File: src/rtl/sat_search_if.sv
// Handshake bundle between the assignment sequencer and its host / PLA evaluator.
//   start      host -> sequencer, begin a search (sampled only while idle)
//   sat_in     PLA  -> sequencer, satisfied bit for the candidate issued LAT cycles earlier
//   cand       sequencer -> PLA, candidate assignment
//   cand_valid sequencer -> PLA, cand is live this cycle
//   busy       searching or draining
//   done       one-cycle pulse when found/solution/evals are final
//   found      a satisfying assignment was seen
//   solution   first satisfying assignment (0 if none)
//   evals      number of candidate results consumed (N+1 bits)
// The slave modport is the sequencer; the master modport is the host/evaluator side.
interface sat_search_if #(
    parameter int N = 10
);
    logic         start;
    logic         sat_in;
    logic [N-1:0] cand;
    logic         cand_valid;
    logic         busy;
    logic         done;
    logic         found;
    logic [N-1:0] solution;
    logic [N:0]   evals;

    modport master (
        output start, sat_in,
        input  cand, cand_valid, busy, done, found, solution, evals
    );

    modport slave (
        input  start, sat_in,
        output cand, cand_valid, busy, done, found, solution, evals
    );
endinterface

File: src/rtl/sat_search_ctrl.sv
// Brute-force assignment sequencer feeding a 3SAT PLA evaluator.
// Issues candidates 0..2^N-1, one per cycle, pairs each returning sat_in with
// the candidate that produced it (LAT = 0..2 cycles of evaluator latency) and
// stops at the first satisfying assignment or after the last candidate.
// Ports:
//   clk    rising-edge clock
//   reset  synchronous, active-high
//   bus    sat_search_if.slave (start, sat_in in; cand, cand_valid, busy,
//          done, found, solution, evals out)
//
// state  | meaning
// IDLE   | waiting for start, previous results held
// SEARCH | issuing one candidate per cycle and consuming results
// DRAIN  | last candidate issued, consuming the LAT results still in flight
// DONE   | results final, done pulses for this one cycle
module sat_search_ctrl #(
    parameter int N   = 10,
    parameter int LAT = 0
) (
    input  logic         clk,
    input  logic         reset,
    sat_search_if.slave  bus
);

    localparam logic [N-1:0] ALL_ONES = '1;

    typedef enum logic [1:0] {
        S_IDLE,
        S_SEARCH,
        S_DRAIN,
        S_DONE
    } state_t;

    state_t       state, state_next;
    logic [N-1:0] cand_q, cand_next;
    logic [N-1:0] solution_q, solution_next;
    logic         found_q, found_next;
    logic         done_q, done_next;
    logic [N:0]   evals_q, evals_next;

    logic         issue;
    logic         arr_valid;
    logic [N-1:0] arr_tag;
    logic         hit;

    assign issue = (state == S_SEARCH);
    assign hit   = arr_valid && bus.sat_in &&
                   ((state == S_SEARCH) || (state == S_DRAIN));

    // Result pairing: a zero-latency PLA answers for the candidate on the bus
    // right now; otherwise the candidate rides a LAT-deep delay line.
    generate
        if (LAT == 0) begin : g_comb
            assign arr_valid = (state == S_SEARCH);
            assign arr_tag   = cand_q;
        end else begin : g_pipe
            logic [N-1:0] tag_pipe [LAT];
            logic [LAT-1:0] vld_pipe;

            always_ff @(posedge clk) begin
                if (reset || hit) begin
                    vld_pipe <= '0;
                    for (int i = 0; i < LAT; i++) tag_pipe[i] <= '0;
                end else begin
                    vld_pipe[0] <= issue;
                    tag_pipe[0] <= cand_q;
                    for (int i = 1; i < LAT; i++) begin
                        vld_pipe[i] <= vld_pipe[i-1];
                        tag_pipe[i] <= tag_pipe[i-1];
                    end
                end
            end

            assign arr_valid = vld_pipe[LAT-1];
            assign arr_tag   = tag_pipe[LAT-1];
        end
    endgenerate

    always_comb begin
        state_next    = state;
        cand_next     = cand_q;
        found_next    = found_q;
        solution_next = solution_q;
        evals_next    = evals_q;

        case (state)
            S_IDLE: begin
                if (bus.start) begin
                    state_next    = S_SEARCH;
                    cand_next     = '0;
                    found_next    = 1'b0;
                    solution_next = '0;
                    evals_next    = '0;
                end
            end
            S_SEARCH: begin
                if (arr_valid) evals_next = evals_q + 1'b1;
                if (hit) begin
                    found_next    = 1'b1;
                    solution_next = arr_tag;
                    state_next    = S_DONE;
                end else if (cand_q == ALL_ONES) begin
                    // cand never wraps; with no latency the last result is already in
                    state_next = (LAT == 0) ? S_DONE : S_DRAIN;
                end else begin
                    cand_next = cand_q + 1'b1;
                end
            end
            S_DRAIN: begin
                if (arr_valid) evals_next = evals_q + 1'b1;
                if (hit) begin
                    found_next    = 1'b1;
                    solution_next = arr_tag;
                    state_next    = S_DONE;
                end else if (arr_valid && (arr_tag == ALL_ONES)) begin
                    state_next = S_DONE;
                end
            end
            S_DONE: begin
                state_next = S_IDLE;
            end
            default: begin
                state_next = S_IDLE;
            end
        endcase

        done_next = (state_next == S_DONE);
    end

    always_ff @(posedge clk) begin
        if (reset) begin
            state      <= S_IDLE;
            cand_q     <= '0;
            found_q    <= 1'b0;
            solution_q <= '0;
            evals_q    <= '0;
            done_q     <= 1'b0;
        end else begin
            state      <= state_next;
            cand_q     <= cand_next;
            found_q    <= found_next;
            solution_q <= solution_next;
            evals_q    <= evals_next;
            done_q     <= done_next;
        end
    end

    assign bus.cand       = cand_q;
    assign bus.cand_valid = (state == S_SEARCH);
    assign bus.busy       = (state == S_SEARCH) || (state == S_DRAIN);
    assign bus.done       = done_q;
    assign bus.found      = found_q;
    assign bus.solution   = solution_q;
    assign bus.evals      = evals_q;

endmodule

File: src/flat_wrapper.sv
// flat-port wrapper written by rule: the top's interface ports become plain ports
module sat_search_ctrl_flat 
#(
    parameter int N   = 10,
    parameter int LAT = 0
)
  (clk, reset, bus_start, bus_sat_in, bus_cand, bus_cand_valid, bus_busy, bus_done, bus_found, bus_solution, bus_evals);
  sat_search_if #(.N(N)) bus_i ();
  input  logic clk;
  input  logic reset;
  input wire logic [$bits(bus_i.start)-1:0] bus_start;
  input wire logic [$bits(bus_i.sat_in)-1:0] bus_sat_in;
  output wire logic [$bits(bus_i.cand)-1:0] bus_cand;
  output wire logic [$bits(bus_i.cand_valid)-1:0] bus_cand_valid;
  output wire logic [$bits(bus_i.busy)-1:0] bus_busy;
  output wire logic [$bits(bus_i.done)-1:0] bus_done;
  output wire logic [$bits(bus_i.found)-1:0] bus_found;
  output wire logic [$bits(bus_i.solution)-1:0] bus_solution;
  output wire logic [$bits(bus_i.evals)-1:0] bus_evals;
  assign bus_i.start = bus_start;
  assign bus_i.sat_in = bus_sat_in;
  assign bus_cand = bus_i.cand;
  assign bus_cand_valid = bus_i.cand_valid;
  assign bus_busy = bus_i.busy;
  assign bus_done = bus_i.done;
  assign bus_found = bus_i.found;
  assign bus_solution = bus_i.solution;
  assign bus_evals = bus_i.evals;
  sat_search_ctrl #(.N(N), .LAT(LAT)) u_core (.clk(clk), .reset(reset), .bus(bus_i));
endmodule
File: config.mk
export PLATFORM = sky130hd
export DESIGN_NAME = sat_search_ctrl_flat
export DESIGN_NICKNAME = d
export VERILOG_FILES = /design/src/rtl/sat_search_if.sv /design/src/rtl/sat_search_ctrl.sv /design/src/flat_wrapper.sv
export SDC_FILE = /design/constraint.sdc
export NUM_CORES = 1
export LEC_CHECK = 0
export CAP_MARGIN = 20
export CORE_MARGIN = 2
export CORE_UTILIZATION = 49
export CTS_CLUSTER_SIZE = 12
export DETAILED_ROUTE_END_ITERATION = 12
export PLACE_DENSITY_LB_ADDON = 0.05
export SLEW_MARGIN = 25
export SYNTH_ARGS = -nofsm -noshare
export SYNTH_HDL_FRONTEND = slang
export SYNTH_SLANG_ARGS = --single-unit
File: constraint.sdc
create_clock -name clk -period 2.3 [get_ports clk]
set_clock_uncertainty 0.1 [all_clocks]
set_input_delay 0.345 -clock clk [delete_from_list [all_inputs] [get_ports clk]]
set_output_delay 0.345 -clock clk [all_outputs]
set_load 0.02 [all_outputs]
# Word level (Yosys, flattened, before mapping)
# Index checks and enable logic that the tools add are counted.
[totals]
elab_cells = 45
output_inout_bits = 35
inputBits = 4
regBits = 35
[classes]
reduce_logical = 11
n_addsub = 2
n_mux = 17
eq_ne = 9
[ops]
columns = ["cell", "n"]
rows = [
  ["10-bit two-way mux", 4],
  ["10-bit case mux with 2 select lines", 2],
  ["11-bit case mux with 2 select lines", 1],
  ["11-bit by 1-bit adder with 11-bit output, second input constant", 1],
  ["11-bit two-way mux", 1],
  ["10-bit by 1-bit adder with 10-bit output, second input constant", 1],
  ["10-bit == test, second input constant", 1],
  ["2-bit two-way mux", 5],
  ["2-bit case mux with 4 select lines", 1],
  ["2-bit == test, second input constant", 3],
  ["2-bit != test, second input constant", 3],
  ["4-bit AND reduction", 1],
  ["2-bit nonzero test", 2],
  ["1-bit logical AND", 3],
  ["3-bit AND reduction", 1],
  ["2-bit by 1-bit == test with 1-bit output, second input constant", 1],
  ["2-bit zero test", 1],
  ["1-bit two-way mux", 2],
  ["2-bit by 1-bit != test with 1-bit output, second input constant", 1],
  ["1-bit case mux with 2 select lines", 1],
  ["2-bit AND reduction", 1],
  ["2-bit OR reduction", 1],
  ["1-bit logical OR", 1],
]

# Depth between registers and ports, before layout
[logic_depth]
word_depth = 6
depth_mapped = 8
mapped_depth_nobuf = 6

# Worst setup path after synthesis
# Ideal clock, no wire load.
[synth_timing]
path_type = "register to register"
start = "register u_core.state[1]"
end = "register u_core.evals_q[6] (netlist: u_core.bus.evals[6])"
stages_incl_launch_ff = 8
required_ns = 2.141
arrival_time_ns = 1.880
slack_ns = 0.261
path_buffers = 1
synth_period_minus_slack_ns = 2.039
path_cell_list = "dfxtp_1 -> inv_1 -> ha_1 -> and3b_1 -> or2_0 -> clkbuf_1 -> or4_1 -> nand2_1"
[synth_via]
elab_chain_len = 3
[synth_rtl]
columns = ["item", "line", "text"]
rows = [
  ["start, declared", "sat_search_ctrl.sv:34", "state_t state, state_next;"],
  ["start signal, assigned", "sat_search_ctrl.sv:139", "state <= state_next;"],
  ["2-bit by 1-bit == test with 1-bit output (*)", "-", ""],
  ["named net bus_cand_valid", "flat_wrapper.sv:14", "output wire logic [$bits(bus_i.cand_valid)-1:0] bus_cand_valid;"],
  ["2-bit nonzero test (no source line)", "-", ""],
  ["2-bit AND reduction (no source line)", "-", ""],
  ["end signal, assigned", "sat_search_ctrl.sv:143", "evals_q <= evals_next;"],
  ["end, declared", "sat_search_ctrl.sv:39", "logic [N:0] evals_q, evals_next;"],
]
# Mark *: on every way through the listed nets, which the timed path passes. The rest lies on a longest branch.
# A chain may end at the register's enable or synchronous reset.

# Final worst setup path
[layout_timing]
start = "register u_core.state[1]"
end = "output port bus_cand_valid"
[layout_via]
elab_chain_len = 1
[layout_rtl]
columns = ["item", "line", "text"]
rows = [
  ["2-bit by 1-bit == test with 1-bit output", "sat_search_ctrl.sv:149", "assign bus.cand_valid = (state == S_SEARCH);"],
  ["end, declared", "flat_wrapper.sv:14", ""],
]
# No other way between the ends.

==> impl_metrics.csv <==
group,metric,value,unit
global_route,grt_max_degree,14,
worst_setup_path,cp.arrival,1.76,ns
power,power_frac_clock,26.3,%
sta,finalSetupViolations,0,
worst_setup_path,cp_max_fo,8,
cells_and_area,areaGrowthSynthToFinish,31.4,%
hold_path,hold_path.class,"reg -> reg",
global_route,grt_use_met1,29.0,%
power,intPower,0.000808,W
power,p_per_area,524,nW/µm²
synth,synth_top_cell_area_share,42.4,%
sta,tightest_slew,0.632,ns
cells_and_area,fillers,288,
worst_setup_path,r2r-start,"u_core.state[1]",
place,gp_congestion,0.815,
drt,dr.pass1.iters,4,
power,power.total,0.00114,W
cts,clock_latency,0.34,ns
worst_setup_path,rr_worst_depth,7,
status,status,"complete, no violations",
power,total_leakage_power,0.751,nW
cts,cts_root_buffer,"clkbuf_4",
sta,slew_headroom,57.7,%
cells_and_area,layout_commonest_cell,"clkdlybuf4s50_1",
drt,num_vias,1629,
synth,syn_area,1650,µm²
sta,maxSlewViolCount,0,
synth,synth_edf_count,0,
cells_and_area,antenna_cells,0,
global_route,grt_pass1_wl,7360,µm
die,rows,21,
worst_setup_path,crit_required,1.86,ns
place,dp_hpwl,3170,µm
sta,hold_viol,0,
power,p_switching,0.000331,W
sta,min_period,2.21,ns
cells_and_area,final_cell_mix,"37 x clkdlybuf4s50_1, 35 x dfxtp_1, 25 x nor2_1",
cts,cts_buffers,5,
worst_setup_path,r2r_setup_slack,0.13,ns
die,fp.dieW,62.1,µm
global_route,grt_usage,23.6,%
cts,clk_pin_slew,0.10,ns
cells_and_area,fin_cells,283,
synth,syn_avg_cell_area,8.66,µm²
die,ioPinCount,39,
synth,synth-main-ff-cell,"dfxtp_1",
worst_setup_path,path_class,"reg -> out",
global_route,grt_pass1_vias,1569,
global_route,grt_overflow_total,0,
worst_setup_path,r2r-end,"u_core.bus.cand[4]",
cells_and_area,design_area,2170,µm²
cts,clkSinkCount,35,
power,peakVddDrop,223,µV
drt,wl_per_cell,15.2,µm
synth,yosysWarnings,0,
drt,drt-vias-per-instance,5.76,
hold_path,hold_start,"u_core.bus.evals[10]",
sta,max_freq,453,MHz
hold_path,worstHoldPathCells,2,
synth,synth_top_area_cell,"dfxtp_1",
die,start_util,50.4,%
cells_and_area,layout.nets,248,
global_route,grtUsageMet2,40.4,%
power,combPwrFrac,18.9,%
cells_and_area,final_layout_size_suffix_gt1_share,8.44,%
synth,synth_seq_cells,35,
die,die-area,3860,µm²
place,portBuffers,38,
cts,cts_buffer_depth,2,
synth,yosysUniqueCellTypes,41,
global_route,top_usage_layer,"met2",
cts,cts_tree,"done",
worst_setup_path,critPathLaunchType,"register",
drt,ant_nets,0,
cts,htree_levels,2,
place,place_area,2110,µm²
synth,ys_seq_area_share,42.4,%
power,p_sw_share,29.1,%
hold_path,min_to,"u_core.bus.evals[10]",
die,design.core.area,3280,µm²
synth,async_flop_share,0,%
power,p_seq_share,54.8,%
global_route,globalRouteMet3Util,5.25,%
drt,drc_errors,0,
sta,period_share,95.9,%
global_route,antenna_found_initial,0,
synth,synth_area_leaders,"dfxtp_1 42%, nor2_1 5.7%, a22oi_1 5.4%, ha_1 4.5%, nand2_1 4.3%",
drt,drt_wl_total,4290,µm
synth,synth_nets,201,
drt,first_iter_violations,98,
place,dp.cells,275,
worst_setup_path,cp-end-kind,"primary output",
cts,cts_hold_buf,0,
synth,synthCells,191,
die,die_y,62.1,µm
run,maxCapViolations,0,
## power groups by stage
stage                     clock network (W)  logic, W  registers (W)
final                              0.000300  0.000215       0.000624
after detailed placement                  0  0.000214       0.000638
after global routing               0.000336  0.000237       0.000627
after CTS                          0.000311  0.000215       0.000624
after floorplan                           0  0.000134       0.000643
after global placement                    0  0.000210       0.000637
## kinds of logic after synthesis
group | synth area share, %
and+or+nand+nor | 26.8
AOI/OAI and AO/OA | 17.2
DFF | 42.4
buffers and inverters | 3.63
adders and majority gates | 4.54
muxes | 3.33
xor gates and xnor gates | 2.12
## sequential cells by signal, summed over array words and instances (netlist names)
register,cells
u_core.state,2
u_core.bus.solution,10
u_core.bus.found,1
u_core.bus.cand,10
u_core.bus.done,1
u_core.bus.evals,11
## worst max-delay path by stage
stage	from	end	cells past startpoint
after global routing	u_core.state[1]	u_core.bus.cand[8]	6
after floorplan	u_core.state[1]	u_core.bus.evals[6]	7
after global placement	bus_start	u_core.bus.solution[1]	5
final	u_core.state[1]	bus_cand_valid	3
after detailed placement	bus_start	u_core.bus.solution[3]	5
after CTS	u_core.state[1]	bus_cand_valid	3
## worst max-delay path, stage by stage (launching register included)
cell and delay, ns:
dfxtp_1 0.37, inv_1 0.12, ha_2 0.29, clkdlybuf4s50_1 0.63
## metal layers
layer,wire (µm),vias to the layer above
met2,2140,43
met5,0,-
met4,93,0
met3,200,14
met1,1850,786
li1,-,786
## layout make-up
class                   count  area [µm²]  share of cell area [%]
clock buffers               6        41.3                    1.90
well taps                  46        57.6                    2.65
multi-input cells         142         901                    41.5
repair buffers             47         447                    20.6
inverters                   7        26.3                    1.21
flip-flops and latches     35         701                    32.2
## synthesized netlist by cell type, drive strengths merged (3+ instances only)
cell type	instances
nand2	19
or3	8
dfxtp	35
nand3	7
a22oi	12
nor2	25
o21ai	5
clkbuf	6
mux2i	4
and4	3
ha	6
or4	3
a21oi	9
nand4	6
inv	7
## timing repair
| action | CTS | global route |
|---|---|---|
| setup endpoints to repair | 12 | 1 |
| setup buffers | 0 | 2 |
| resized for setup | 3 | 0 |
| gates cloned | 0 | 0 |
| pin swaps | 0 | 1 |
## per-stage QoR
stage                     hold slack [ns]  setup TNS [ns]  utilization [%]  setup slack, ns
after floorplan                     0.415               0                -            0.261
after global placement              0.364               0             64.3           0.0309
after detailed placement            0.392          -0.140             64.3          -0.0390
after CTS                           0.415               0             65.7           0.0800
after global routing                0.439       -0.000721             66.2        -0.000721
final                               0.405               0             66.2           0.0943
No activity file was read; power rests on OpenSTA's default activity.
